--- src/rtl/rx_sync_ctrl.sv ---
// rtl/rx_sync_ctrl.sv - receive synchronisation chain sequencer
//
// Sequences short-preamble search, long-preamble alignment and packet decode.
// Ports:
//   clock, reset_n              system clock, asynchronous active-low reset
//   enable                      global receive enable (low forces IDLE)
//   sample_in_strobe            one pulse per input sample, drives all timeouts
//   power_trigger               level, signal power above the floor
//   short_preamble_detected     pulse from short sync, phase_offset valid with it
//   long_preamble_detected      pulse from long sync
//   pkt_done, pkt_abort         decoder end-of-packet / failure pulses
//   short_en/short_reset        short sync stage enable and synchronous reset
//   long_en/long_reset          long sync stage enable and synchronous reset
//   phase_offset_latched        offset captured at an accepted short detection
//   sync_locked                 one-cycle pulse on entry to LOCKED
//   rx_busy                     high in WAIT_LONG or LOCKED
//   state                       IDLE=0 REARM=1 SEARCH=2 WAIT_LONG=3 LOCKED=4
//   *_count                     saturating debug event counters
module rx_sync_ctrl #(
    parameter int RESET_CYCLES = 2,
    parameter int LONG_TIMEOUT = 320,
    parameter int PKT_TIMEOUT  = 65535,
    parameter int CNT_WIDTH    = 16
) (
    input  logic                 clock,
    input  logic                 reset_n,
    input  logic                 enable,
    input  logic                 sample_in_strobe,
    input  logic                 power_trigger,
    input  logic                 short_preamble_detected,
    input  logic [15:0]          phase_offset,
    input  logic                 long_preamble_detected,
    input  logic                 pkt_done,
    input  logic                 pkt_abort,
    output logic                 short_en,
    output logic                 short_reset,
    output logic                 long_en,
    output logic                 long_reset,
    output logic [15:0]          phase_offset_latched,
    output logic                 sync_locked,
    output logic                 rx_busy,
    output logic [2:0]           state,
    output logic [CNT_WIDTH-1:0] short_det_count,
    output logic [CNT_WIDTH-1:0] long_timeout_count,
    output logic [CNT_WIDTH-1:0] pkt_timeout_count
);

    typedef enum logic [2:0] {
        S_IDLE      = 3'd0,
        S_REARM     = 3'd1,
        S_SEARCH    = 3'd2,
        S_WAIT_LONG = 3'd3,
        S_LOCKED    = 3'd4
    } state_t;

    localparam logic [7:0]           REARM_LAST = 8'(RESET_CYCLES - 1);
    localparam logic [CNT_WIDTH:0]   LONG_LIMIT = (CNT_WIDTH + 1)'(LONG_TIMEOUT);
    localparam logic [CNT_WIDTH:0]   PKT_LIMIT  = (CNT_WIDTH + 1)'(PKT_TIMEOUT);

    state_t               cur_state;
    state_t               nxt_state;
    logic [7:0]           rearm_cnt;
    logic [CNT_WIDTH:0]   samp_cnt;
    logic [CNT_WIDTH:0]   samp_inc;
    logic                 accept_short;
    logic                 long_to;
    logic                 pkt_to;
    logic                 lock_entry;

    assign state = cur_state;

    always_ff @(posedge clock or negedge reset_n) begin
        if (!reset_n) begin
            cur_state <= S_IDLE;
        end else begin
            cur_state <= nxt_state;
        end
    end

    always_comb begin
        nxt_state    = cur_state;
        accept_short = 1'b0;
        long_to      = 1'b0;
        pkt_to       = 1'b0;
        lock_entry   = 1'b0;
        // Count the current strobe before comparing, so the timeout fires in
        // the same clock as the strobe that reaches the limit and a detection
        // arriving with that strobe can still win.
        samp_inc = samp_cnt;
        if (sample_in_strobe && (samp_cnt != '1)) begin
            samp_inc = samp_cnt + 1'b1;
        end
        if (!enable) begin
            nxt_state = S_IDLE;
        end else begin
            case (cur_state)
                S_IDLE: begin
                    if (power_trigger) nxt_state = S_REARM;
                end
                S_REARM: begin
                    if (rearm_cnt == REARM_LAST) nxt_state = S_SEARCH;
                end
                S_SEARCH: begin
                    if (short_preamble_detected) begin
                        accept_short = 1'b1;
                        nxt_state    = S_WAIT_LONG;
                    end else if (!power_trigger) begin
                        nxt_state = S_IDLE;
                    end
                end
                S_WAIT_LONG: begin
                    if (long_preamble_detected) begin
                        lock_entry = 1'b1;
                        nxt_state  = S_LOCKED;
                    end else if (samp_inc >= LONG_LIMIT) begin
                        long_to   = 1'b1;
                        nxt_state = S_REARM;
                    end
                end
                S_LOCKED: begin
                    if (pkt_done || pkt_abort) begin
                        nxt_state = power_trigger ? S_REARM : S_IDLE;
                    end else if (samp_inc >= PKT_LIMIT) begin
                        pkt_to    = 1'b1;
                        nxt_state = S_IDLE;
                    end
                end
                default: nxt_state = S_IDLE;
            endcase
        end
    end

    // Sample and re-arm counters restart on every state entry.
    always_ff @(posedge clock or negedge reset_n) begin
        if (!reset_n) begin
            samp_cnt  <= '0;
            rearm_cnt <= '0;
        end else begin
            if (!enable || (nxt_state != cur_state)) begin
                samp_cnt <= '0;
            end else if ((cur_state == S_WAIT_LONG) || (cur_state == S_LOCKED)) begin
                samp_cnt <= samp_inc;
            end
            if (nxt_state != cur_state) begin
                rearm_cnt <= '0;
            end else if (cur_state == S_REARM) begin
                rearm_cnt <= rearm_cnt + 1'b1;
            end
        end
    end

    always_ff @(posedge clock or negedge reset_n) begin
        if (!reset_n) begin
            short_det_count      <= '0;
            long_timeout_count   <= '0;
            pkt_timeout_count    <= '0;
            phase_offset_latched <= '0;
        end else begin
            if (accept_short) begin
                phase_offset_latched <= phase_offset;
                if (short_det_count != '1) short_det_count <= short_det_count + 1'b1;
            end
            if (long_to && (long_timeout_count != '1)) begin
                long_timeout_count <= long_timeout_count + 1'b1;
            end
            if (pkt_to && (pkt_timeout_count != '1)) begin
                pkt_timeout_count <= pkt_timeout_count + 1'b1;
            end
        end
    end

    // Stage controls are decoded from the next state so they line up with
    // the state register rather than lagging it by a clock.
    always_ff @(posedge clock or negedge reset_n) begin
        if (!reset_n) begin
            short_en    <= 1'b0;
            short_reset <= 1'b0;
            long_en     <= 1'b0;
            long_reset  <= 1'b0;
            rx_busy     <= 1'b0;
            sync_locked <= 1'b0;
        end else begin
            short_en    <= (nxt_state == S_SEARCH);
            short_reset <= (nxt_state == S_REARM);
            long_reset  <= (nxt_state == S_REARM);
            long_en     <= (nxt_state == S_WAIT_LONG) || (nxt_state == S_LOCKED);
            rx_busy     <= (nxt_state == S_WAIT_LONG) || (nxt_state == S_LOCKED);
            sync_locked <= lock_entry;
        end
    end

endmodule

--- config.mk ---
export PLATFORM = sky130hd
export DESIGN_NAME = rx_sync_ctrl
export DESIGN_NICKNAME = d
export VERILOG_FILES = /design/src/rtl/rx_sync_ctrl.sv
export SDC_FILE = /design/constraint.sdc
export NUM_CORES = 1
export LEC_CHECK = 0
export ABC_AREA = 1
export BUFFER_PORTS_ARGS = -buffer_cell sky130_fd_sc_hd__buf_2
export CAP_MARGIN = 20
export CORE_MARGIN = 4
export CORE_UTILIZATION = 55
export DETAILED_ROUTE_END_ITERATION = 10
export PLACE_DENSITY = 0.83
export SYNTH_ARGS = -nofsm -noshare
export SYNTH_HDL_FRONTEND = slang
export SYNTH_SLANG_ARGS = --single-unit
--- constraint.sdc ---
create_clock -name clock -period 3.7 [get_ports clock]
set_clock_uncertainty 0.2 [all_clocks]
set_input_delay 0.74 -clock clock [delete_from_list [all_inputs] [get_ports clock]]
set_output_delay 0.74 -clock clock [all_outputs]
set_load 0.02 [all_outputs]
# [Word-level counts from Yosys, hierarchy flattened]
# Cells that the tools add are included.
[classes] n_addsub=5 magnitude_cmp=2 n_eq_ne=14 muxes=30 n_reduce_logical=12
[ops] op="$mux W17" n=3
[ops] op="$add A16 B1 Y16 const B" n=3
[ops] op="$ne A16 B16 Y1 const B" n=3
[ops] op="$mux W3" n=9
[ops] op="$add A17 B1 Y17 const B" n=1
[ops] op="$ge A17 B16 Y1 const B" n=1
[ops] op="$ge A17 B9 Y1 const B" n=1
[ops] op="$ne A17 B17 Y1 const B" n=1
[ops] op="$mux W8" n=2
[ops] op="$mux W1" n=15
[ops] op="$pmux W3 S5" n=1
[ops] op="$eq A3 B2 Y1 const B" n=4
[ops] op="$add A8 B1 Y8 const B" n=1
[ops] op="$eq A8 B1 Y1 const B" n=1
[ops] op="$eq A3 B1 Y1 const B" n=2
[ops] op="$eq A3 B3 Y1 const B" n=2
[ops] op="$logic_or A1 B1 Y1" n=4
[ops] op="$reduce_bool A2 Y1" n=2
[ops] op="$logic_and A1 B1 Y1" n=3
[ops] op="$logic_not A3 Y1" n=1
[ops] op="$ne A3 B3 Y1" n=1
[ops] op="$reduce_and A2 Y1" n=1
[ops] op="$logic_not A1 Y1" n=1
[totals] register_bits=96 inputBits=25 output_inout_bits=73

# [Depth between registers and ports, before layout]
[logic_depth] depth_word=11 mapped_depth=26

# [Worst setup path after synthesis]
# No wires, ideal clock.
[synth_path] path_kind="reg-to-reg" startpoint="register samp_cnt[0]" endpoint="register samp_cnt[10]" setup_time_ns=0.069 t_arrival_ns=2.722 path_slack_ns=0.709 stages_incl_launch_ff=19 period_less_slack_ns=2.991 cell_sequence="dfrtp_1 > ha_1 > nand3_1 > nor4_1 > ha_1 > inv_2 > nand2_4 > mux2i_1 > nand2_1 > nor2_2 > nand3_2 > o21ai_2 > nand2_2 > nand2_2 > nand2_2 > nor2_4 > nand3_4 > buf_12 > nor2_4"
[synth_between] elab_chain_cells=11 elab_cells_between_ends=17 classes_between="add/sub (1); order compare (2); eq/ne (2); mux (9); reduce/logical (3)"
[synth_rtl] element="start, declared" line_no="63" rtl="logic [CNT_WIDTH:0] samp_cnt;"
[synth_rtl] element="start signal, assigned" line_no="142" rtl="samp_cnt <= samp_inc;"
[synth_rtl] element="parallel branches: the longest is 2 deep, another holds $add A17 B1 Y17"
[synth_rtl] element="$mux W17 (*)" line_no="90" rtl="if (sample_in_strobe && (samp_cnt != '1)) begin"
[synth_rtl] element="$ge A17 B16 Y1 / $ge A17 B9 Y1 (equally long branches)" line_no="123, 115"
[synth_rtl] element="$mux W3, on equally long branches" line_no="123, 115"
[synth_rtl] element="$mux W3, on equally long branches" line_no="121, 112"
[synth_rtl] element="$pmux W3 S5" line_no="96" rtl="case (cur_state)"
[synth_rtl] element="$mux W3" line_no="93" rtl="if (!enable) begin"
[synth_rtl] element="$ne A3 B3 Y1" line_no="139" rtl="if (!enable || (nxt_state != cur_state)) begin"
[synth_rtl] element="$logic_or A1 B1 Y1" line_no="139"
[synth_rtl] element="$mux W17 / $reduce_bool A2 Y1 (equally long branches)"
# Mark *: on every way between the ends. The select of a mux whose other input is x is not followed.
# A chain may end at the register's enable or synchronous reset.

# [Worst setup path after layout]
[layout_path] startpoint="register samp_cnt[2]" endpoint="register rearm_cnt[0]"
[layout_between] elab_chain_cells=10 elab_cells_between_ends=15 classes_between="add/sub (1); order compare (2); eq/ne (2); mux (8); reduce/logical (2)"
[layout_rtl] element="parallel branches: the longest is 2 deep, another holds $add A17 B1 Y17"
[layout_rtl] element="$mux W17 (*)" line_no="90"
[layout_rtl] element="$ge A17 B16 Y1 / $ge A17 B9 Y1 (equally long branches)" line_no="123, 115"
[layout_rtl] element="$mux W3, on equally long branches" line_no="123, 115"
[layout_rtl] element="$mux W3, on equally long branches" line_no="121, 112"
[layout_rtl] element="$pmux W3 S5 (*)" line_no="96"
[layout_rtl] element="$mux W3 (*)" line_no="93"
[layout_rtl] element="$ne A3 B3 Y1 (*)" line_no="144" rtl="if (nxt_state != cur_state) begin"
[layout_rtl] element="$mux W8 / $reduce_bool A2 Y1 (equally long branches)"
[layout_rtl] element="end signal, assigned" line_no="147" rtl="rearm_cnt <= rearm_cnt + 1'b1;"
[layout_rtl] element="end, declared" line_no="62" rtl="logic [7:0] rearm_cnt;"
# Mark *: on every way between the ends.

==> flow_summary_export.csv <==
group,metric,value,unit
status,status,"complete, no violations",
detailed_routing,drtAntennaViolNets,0,
timing,relSlewSlack,0.369,
yosys,syn_area,5140,µm²
timing,setup_violations,0,
cts,cts-buffers-inserted,9,
timing,rsz0062_at_grt,"no",
placement,numPlacedInstances,786,
placement,place.port_buffers,97,
grt,grt_max_degree,77,
yosys,avgSynthCellArea,8.81,µm²
timing,min_period,3.41,ns
timing,slew_viol_final,0,
floorplanning,core_area,9150,µm²
cts,clk_pin_slew_worst_paths,0.10,ns
detailed_routing,dr.pass1.iters,5,
cts,hold_buffers,0,
detailed_routing,drc_errors,0,
detailed_routing,drt_wl_total,11400,µm
pwr,p_per_area,416,nW/µm²
yosys,synth_top_area_frac,0.468,
timing,fmax,293,MHz
detailed_routing,route.vias.total,4244,
yosys,ys.flop_type,"dfrtp_1",
setup_path,critical_path_class,"reg -> reg",
timing,worst_pin_slew,0.947,ns
floorplanning,dieArea,11000,µm²
placement,dp_hpwl,8670,µm
yosys,yosysWarnings,0,
timing,post-route-period-util,0.923,
cts,cts_buffer_depth,2,
floorplanning,die_w,105,µm
job,maxCapViolations,0,
yosys,synth_fp_nets,615,
setup_path,critPathLaunchType,"register",
pwr,p_leak,3.07,nW
floorplanning,io-pin-count,98,
cts,cts_htree_levels,3,
grt,grt_first_pass_wirelength,19800,µm
detailed_routing,post_drt_wl_per_cell,14.2,µm
cts,cts_sinks,96,
grt,grt_use_total,0.217,
grt,grt.overflow.total,0,
placement,place_area,5730,µm²
placement,gp_congestion,0.940,
timing,fin_setup_tns,0,ns
detailed_routing,drtIter0Drc,233,
yosys,syn_inst,583,
grt,grt_pass1_vias,4361,
grt,antenna_found_initial,0,
setup_path,endpoint_kind,"register",
setup_path,cp.required,3.79,ns
yosys,synth_top_cell_by_area,"dfrtp_1",
final_layout,design_area,5950,µm²
pwr,ir_drop,0.000404,V
setup_path,crit_arrival,3.50,ns
cts,cts_tree,"built",
yosys,yosysSeqAreaShare,0.468,
final_layout,final_cells,804,
yosys,ys_top_cells_by_area,"dfrtp_1, nand2_1, xnor2_1",
hold_path,hp-class,"in -> async",
yosys,synth-edff-count,0,
floorplanning,die_h,105,µm
cts,insertion_delay,0.36,ns
yosys,ys_seq_elements,96,
cts,cts_root_buffer,"clkbuf_8",
detailed_routing,vias_per_cell,5.28,
final_layout,syn_to_final_growth,15.8,%
final_layout,drive_gt1_frac,0.286,
timing,hold_violations,0,
yosys,synthDistinctLibCells,38,
floorplanning,rows,35,
pwr,report.power.total,2.47,mW
floorplanning,initial_core_util,0.561,
final_layout,nets,720,
final_layout,diodes,0,
yosys,ys_async_sr_fraction,1.00,
setup_path,critical_path_peak_fanout,8,
registers in the layout (all words and copies together), names as in the netlist:
signal,cells
samp_cnt,17
long_timeout_count,16
phase_offset_latched,16
pkt_timeout_count,16
short_det_count,16
rearm_cnt,8
state,3
long_reset,1
rx_busy,1
short_en,1
sync_locked,1
cell families (layout without fill, tap and decap cells):
group	Yosys count	in the layout	share of synthesized area
flip-flops	96	96	0.468
buffers and inverters	74	184	0.0602
AO/OA/AOI/OAI	30	30	0.0326
AND/OR/NAND/NOR	307	307	0.296
XOR/XNOR	51	51	0.0869
multiplexers	18	18	0.0392
adder cells (fa/ha/maj)	7	7	0.0170
per-stage QoR:
step	utilization	hold slack, ns	worst slack, ns
CTS	0.646	0.304	0.0945
detailed placement	0.626	0.290	0.113
floorplan	-	0.244	0.709
global route	0.650	0.321	0.00927
global placement	0.626	0.277	0.276
finish	0.650	0.293	0.286
layout make-up:
cell class,count,area (µm²)
Tap cell,111,139
Sequential cell,96,2400
Fill cell,741,3200
Clock inverter,6,53.8
Inverter,65,244
Timing Repair Buffer,103,546
Multi-Input combinational cell,413,2440
Clock buffer,10,128
report_power, final:
part	total [mW]	internal, mW	leakage [nW]	switching (mW)
sequential	1.24	1.16	1.30	0.0805
combinational	0.589	0.217	1.69	0.372
clock	0.644	0.255	0.0825	0.389
total	2.47	1.63	3.07	0.841
cells in the final DEF (no fill, tap or decap), types with 2 or more instances in the layout:
master,Yosys,layout
dfrtp_1,96,96
nand3b_1,3,3
xnor2_1,26,26
nor2_4,16,16
nand2_1,137,137
buf_4,4,6
o21ai_0,22,22
nor3b_1,3,3
nand4_1,9,9
xor2_1,25,25
inv_1,58,58
buf_2,0,96
nand3_1,33,33
mux2_2,17,17
clkbuf_8,0,9
nand2_2,14,14
inv_2,7,7
nor4_1,4,4
nor2_1,55,54
nor2_2,13,14
a21oi_1,2,2
nand3_2,3,3
ha_1,7,6
nor3_1,9,8
nor3_2,2,3
clkinvlp_4,0,3
inv_8,0,2
synth_stat cells (2+ instances only):
| cell | count |
|---|---|
| ha_1 | 7 |
| inv_2 | 7 |
| buf_4 | 4 |
| inv_1 | 58 |
| clkbuf_1 | 4 |
| nand3_2 | 3 |
| xor2_1 | 25 |
| a21oi_1 | 2 |
| nand2_1 | 137 |
| nor3_2 | 2 |
| nor2_2 | 13 |
| nor3_1 | 9 |
| mux2_2 | 17 |
| nor3b_1 | 3 |
| nand4_1 | 9 |
| nand3b_1 | 3 |
| nor2_1 | 55 |
| nor2_4 | 16 |
| o21ai_0 | 22 |
| dfrtp_1 | 96 |
| xnor2_1 | 26 |
| nand2_2 | 14 |
| nand3_1 | 33 |
| nor4_1 | 4 |
worst paths after layout:
path,start,end,slack [ns],cells after the start
worst max-delay path,samp_cnt[2]$_DFFE_PN0P_,rearm_cnt[0]$_DFFE_PN0P_,0.29,23
worst min-delay path,reset_n,sync_locked$_DFF_PN0_,0.29,1
worst max register to register,samp_cnt[2]$_DFFE_PN0P_,rearm_cnt[0]$_DFFE_PN0P_,0.29,23
worst min register to register,pkt_timeout_count[14]$_DFFE_PN0P_,pkt_timeout_count[14]$_DFFE_PN0P_,0.30,1
max in group asynchronous,reset_n,phase_offset_latched[6]$_DFFE_PN0P_,2.13,2
min in group clock,pkt_timeout_count[14]$_DFFE_PN0P_,pkt_timeout_count[14]$_DFFE_PN0P_,0.30,1
layer usage:
metal,share of wire,vias to the layer above,global-route usage
li1,-,2053,-
met5,0,-,0
met1,0.41,2047,0.269
met3,0.065,12,0.0482
met2,0.51,132,0.379
met4,0.012,0,0.0694
timing repair:
action / 4_1_cts / 5_1_grt
resized for setup: 0 / 3
endpoints found under the setup margin: 0 / 29
endpoints found under the hold margin: 0 / 0
setup buffers: 0 / 2
worst max-delay path, cell delays in order (launching register included):
cell and delay [ns]:
dfrtp_1 0.43, nand2_1 0.14, nor2_2 0.21, nand2_1 0.08
nor4_1 0.18, ha_1 0.20, inv_2 0.06, nand2_4 0.13
nor2_4 0.06, nand2_2 0.09, nor2_2 0.05, nand3b_1 0.07
nand2_1 0.09, inv_1 0.09, nand2_1 0.05, nor2_1 0.10
nand3_2 0.16, o21ai_2 0.21, nand2_2 0.11, nand2_2 0.07
nand2_2 0.06, nor2_4 0.11, nand2_1 0.22, nor2_1 0.17
Note: power is estimated with default switching activity, not from simulation.
